===== src/rtl/mem_wb_stage.sv =====
// mem_wb_stage: MEM pipeline stage plus the MEM/WB pipeline register.
// Handshakes with a data memory through a req/ack pair and holds upstream
// stages with 'stall' while an access is outstanding. Branch resolution is
// forwarded to the PC mux combinationally.
// Optional feature: define MEM_TIMEOUT_EN to add a 4-bit access timeout
// counter and the mem_err pulse output.
module mem_wb_stage (
  input  logic        clk,
  input  logic        rst,
  input  logic        RegWrite_In,
  input  logic        MemtoReg_In,
  input  logic        MemRead_In,
  input  logic        MemWrite_In,
  input  logic        Branch_In,
  input  logic        Zero_In,
  input  logic [31:0] b_tgt_In,
  input  logic [31:0] alu_out_In,
  input  logic [31:0] RD2_In,
  input  logic [4:0]  rfile_wn_In,
  input  logic [31:0] dmem_rdata,
  input  logic        dmem_ack,
  output logic        dmem_req,
  output logic        dmem_we,
  output logic [31:0] dmem_addr,
  output logic [31:0] dmem_wdata,
  output logic        stall,
  output logic        PCSrc,
  output logic [31:0] pc_tgt,
  output logic        RegWrite,
  output logic        MemtoReg,
  output logic [31:0] mem_rdata,
  output logic [31:0] alu_out,
  output logic [4:0]  rfile_wn
`ifdef MEM_TIMEOUT_EN
  ,
  output logic        mem_err
`endif
);

  typedef enum logic {IDLE = 1'b0, ACCESS = 1'b1} state_t;

  state_t state;
  state_t state_nxt;
  logic   access;
  logic   bubble;
`ifdef MEM_TIMEOUT_EN
  logic [3:0] cnt;
  logic       timeout;
`endif

  // Branch resolution and memory address/data are pure pass-through.
  assign PCSrc      = Branch_In & Zero_In;
  assign pc_tgt     = b_tgt_In;
  assign dmem_addr  = alu_out_In;
  assign dmem_wdata = RD2_In;
  assign access     = MemRead_In | MemWrite_In;
  // A read wins when both controls are set.
  assign dmem_we    = MemWrite_In & ~MemRead_In;

  // Request/stall decode and next-state selection.
  always_comb begin
    dmem_req  = 1'b0;
    stall     = 1'b0;
    state_nxt = state;
`ifdef MEM_TIMEOUT_EN
    timeout   = 1'b0;
`endif
    case (state)
      IDLE: begin
        // An ack seen here belongs to an abandoned access and is ignored.
        if (access) begin
          dmem_req  = 1'b1;
          stall     = 1'b1;
          state_nxt = ACCESS;
        end
      end
      ACCESS: begin
        dmem_req = 1'b1;
        if (dmem_ack) begin
          state_nxt = IDLE;
        end else begin
`ifdef MEM_TIMEOUT_EN
          if (cnt == 4'd15) begin
            timeout   = 1'b1;
            state_nxt = IDLE;
          end else begin
            stall = 1'b1;
          end
`else
          stall = 1'b1;
`endif
        end
      end
      default: state_nxt = IDLE;
    endcase
  end

  // A timed-out access releases upstream but must not write back.
`ifdef MEM_TIMEOUT_EN
  assign bubble = stall | timeout;
`else
  assign bubble = stall;
`endif

  // FSM state, timeout counter and error pulse.
  always_ff @(posedge clk) begin
    if (rst) begin
      state <= IDLE;
`ifdef MEM_TIMEOUT_EN
      cnt     <= 4'd0;
      mem_err <= 1'b0;
`endif
    end else begin
      state <= state_nxt;
`ifdef MEM_TIMEOUT_EN
      mem_err <= timeout;
      if (state == IDLE)
        cnt <= 4'd0;
      else if (!dmem_ack && cnt != 4'd15)
        cnt <= cnt + 4'd1;
`endif
    end
  end

  // MEM/WB register: full load when free, control bubble otherwise.
  always_ff @(posedge clk) begin
    if (rst) begin
      RegWrite  <= 1'b0;
      MemtoReg  <= 1'b0;
      mem_rdata <= 32'd0;
      alu_out   <= 32'd0;
      rfile_wn  <= 5'd0;
    end else if (bubble) begin
      RegWrite <= 1'b0;
      MemtoReg <= 1'b0;
    end else begin
      RegWrite  <= RegWrite_In;
      MemtoReg  <= MemtoReg_In;
      mem_rdata <= dmem_rdata;
      alu_out   <= alu_out_In;
      rfile_wn  <= rfile_wn_In;
    end
  end

endmodule


===== config.mk =====
export PLATFORM = sky130hd
export DESIGN_NAME = mem_wb_stage
export DESIGN_NICKNAME = d
export VERILOG_FILES = /design/src/rtl/mem_wb_stage.sv
export SDC_FILE = /design/constraint.sdc
export NUM_CORES = 1
export LEC_CHECK = 0
export CORE_AREA = 3 3 121 123
export CTS_CLUSTER_DIAMETER = 50
export DETAILED_ROUTE_END_ITERATION = 7
export DIE_AREA = 0 0 124 126
export SLEW_MARGIN = 0
export SYNTH_ARGS = -nofsm -noshare
export SYNTH_HDL_FRONTEND = slang
export SYNTH_SLANG_ARGS = --single-unit

===== constraint.sdc =====
create_clock -name clk -period 1.6 [get_ports clk]
set_input_delay 0.32 -clock clk [delete_from_list [all_inputs] [get_ports clk]]
set_output_delay 0.32 -clock clk [all_outputs]
set_load 0.05 [all_outputs]

==> results.toml <==
[status]
status = "completed"

[power_and_ir_drop]
p_comb_share_pct = 27.2
p_leak_uw = 0.00208
p_seq_share_pct = 36.7
swShare_pct = 31.0
p_int_uw = 3740
cellPowerDensity_nw_per_um2 = 1130
vdd.ir_drop.worst_mv = 0.440
switching_power_uw = 1680
pwr-share-clk_pct = 36.0

[sta]
post-route-min-period_ns = 1.56
worst-slew-pin-transition_ns = 0.280
rsz0062_at_grt = "false"
slew_violations = 0
clock_skew_ns = 0.00556
setup_viol = 0
fin_crit_sh_pct = 97.3
max_freq_mhz = 642
maxSlewHeadroom_pct = 81.3
hold_violations = 0
worst_slack_ns = 0.0425

[setup_path]
critical_path.max_fanout = 2
worstPathArrival_ns = 1.24
reg2reg_depth = 5
startpoint = "dmem_ack"
ff2ff_setup_slack_ns = 0.15
endpoint = "stall"
reg2reg_from = "state"
critPathSlowestCell = "clkdlybuf4s50_1"
path_cells = "clkdlybuf4s50_1 -> buf_4 -> a21oi_4 -> buf_12"
cpPeakStageDelay_ns = 0.43
cp_data_required_time_ns = 1.28
setup.worst_path.end_class = "output pin"
critPathKind = "input port to output pin"
r2r-end = "mem_rdata[2]"
cp-start-kind = "input port"

[run]
drv_cap = 0

[final_layout]
layout.cells.non_filler = 541
nNetsFinal = 498
layout_commonest_cell = "buf_4"
diodes = 0
layout-drive-gt1-share_pct = 38.5
fill_cells = 1375
final_cell_mix = "buf_4 (78), clkdlybuf4s50_1 (75), dfxtp_1 (71), a22o_1 (69), buf_12 (38)"
syn_to_final_growth_pct = 62.6

[logic_synthesis]
yosys-top-cells-area = "dfxtp_1 (49%), buf_4 (24%), a22o_1 (20%)"
synth_cell_type_count = 13
synth_top_cell_by_area = "dfxtp_1"
synth_top_area_share_pct = 48.9
synthCells = 261
synth_fp_nets = 403
ys_ff_latch = 72
synth_seq_area_share_pct = 48.9
ys_warn_count = 0
syn_area_um2 = 2950
postSynthAreaPerCell_um2 = 11.3

[global_route]
track_usage_pct = 9.71
grt_start_max_net_pins = 43
antenna_found_initial = 0
grt_overflow = 0
grt_pass1_vias = 2128
grt_pass1_wl_um = 11600

[clocking]
clkSinkCount = 72
cts_root_buf = "clkbuf_16"
cts.clk_slew.worst_paths_ns = 0.05
htree_levels = 3
cts_setup_buffers = 0
cts_made_buffers = 9
cts_tree = "yes"
clk_path_buf_depth = 2
clkLatencyLatePin_ns = 0.33

[routing]
routedWlPerCell_um = 14.8
drc_errors = 0
ant_nets = 0
first_iter_violations = 65
firstDrtPassIters = 4
avgViaCountPerCell = 4.08
wl_um = 8030
vias = 2205

[place]
dp.cells = 525
dpl.hpwl_um = 6330
numPortBuffers = 184
gp_congestion = 0.653
post-place-ws_ns = -0.291

[floorplan]
fp.dieH_um = 126
rows = 43
die_area_um2 = 15600
start_util_pct = 21.4
ios = 313
dieWidth_um = 124
core_um2 = 13800

[min_path]
hold_class = "flip-flop to flip-flop"
min_path_cells = 1
-- per-stage QoR --
stage          setup TNS, ns  power, µW  hold slack [ns]  instance area (µm²)  util (%)
2_1_floorplan              0       3320            0.442                 2950         -
3_3_place_gp          -13.83       3500            0.462                 4480      32.5
3_5_place_dp          -15.50       3510            0.466                 4480      32.5
4_1_cts                    0       5530            0.484                 4790      34.8
5_1_grt                    0       5660            0.491                 4800      34.8
6_report                   0       5420            0.478                 4800      34.8
-- worst min-delay path by stage --
stage	startpoint	end	slack (ns)
2_1_floorplan	MemtoReg_In	MemtoReg	0.44
3_3_place_gp	alu_out[18]	alu_out[18]	0.46
3_5_place_dp	mem_rdata[10]	mem_rdata[10]	0.47
4_1_cts	alu_out[26]	alu_out[26]	0.48
5_1_grt	alu_out[26]	alu_out[26]	0.49
6_report	alu_out[6]	alu_out[6]	0.48
-- final cells by class --
| cell class | count | area, µm² | share of cell area, % |
|---|---|---|---|
| clock buffer | 9 | 225 | 4.70 |
| clock inverter | 7 | 72.6 | 1.51 |
| inverter | 1 | 3.75 | 0.0783 |
| multi-input combinational | 78 | 701 | 14.6 |
| sequential | 72 | 1440 | 30.1 |
| tap | 180 | 225 | 4.70 |
| timing repair buffer | 194 | 2130 | 44.3 |
-- kinds of logic (layout without fill, tap and decap cells) --
family,Yosys count,in the layout,share of synthesized area (%)
DFF,72,72,48.9
AOI/OAI and AO/OA,71,71,21.0
buffers and inverters,111,211,28.4
and+or+nand+nor,7,7,1.74
-- state kept, by name (all words and copies together) (netlist names) --
name,count
RegWrite,1
MemtoReg,1
mem_rdata,32
state,1
rfile_wn,5
alu_out,32
-- synthesized netlist by cell type --
master and count:
buf_2 7, nor3_2 1, dfxtp_1 72, a21oi_1 1, nor3b_2 1, a22o_1 69, buf_4 96, inv_1 1
buf_6 7, nor2b_1 1, nand2_1 1, a21oi_2 1, and2_1 3
-- what timing repair did --
action,in CTS,in global routing
hold buffers,0,0
gates resized for setup,7,1
pin swaps,1,0
gates cloned,0,0
setup endpoints to repair,2,2
-- worst max-delay path: cells and delay by family --
| family | cells | cell delay [ns] |
|---|---|---|
| AOI/OAI and AO/OA | 1 | 0.17 |
| buffers and inverters | 3 | 0.74 |
-- metal layers --
metal	global-route usage, %	routed length, µm
met1	10.0	2800
met2	15.7	3840
met3	4.49	1120
met4	6.38	261
met5	0	0
-- power by group through the flow --
stage / combinational [µW] / sequential [µW] / clock [µW]
3_3_place_gp: 1470 / 2030 / 0
5_1_grt: 1540 / 2010 / 2120
2_1_floorplan: 870 / 2450 / 0
4_1_cts: 1490 / 1990 / 2050
3_5_place_dp: 1480 / 2030 / 0
6_report: 1480 / 1990 / 1950
Power figures use the tool's default switching activity.
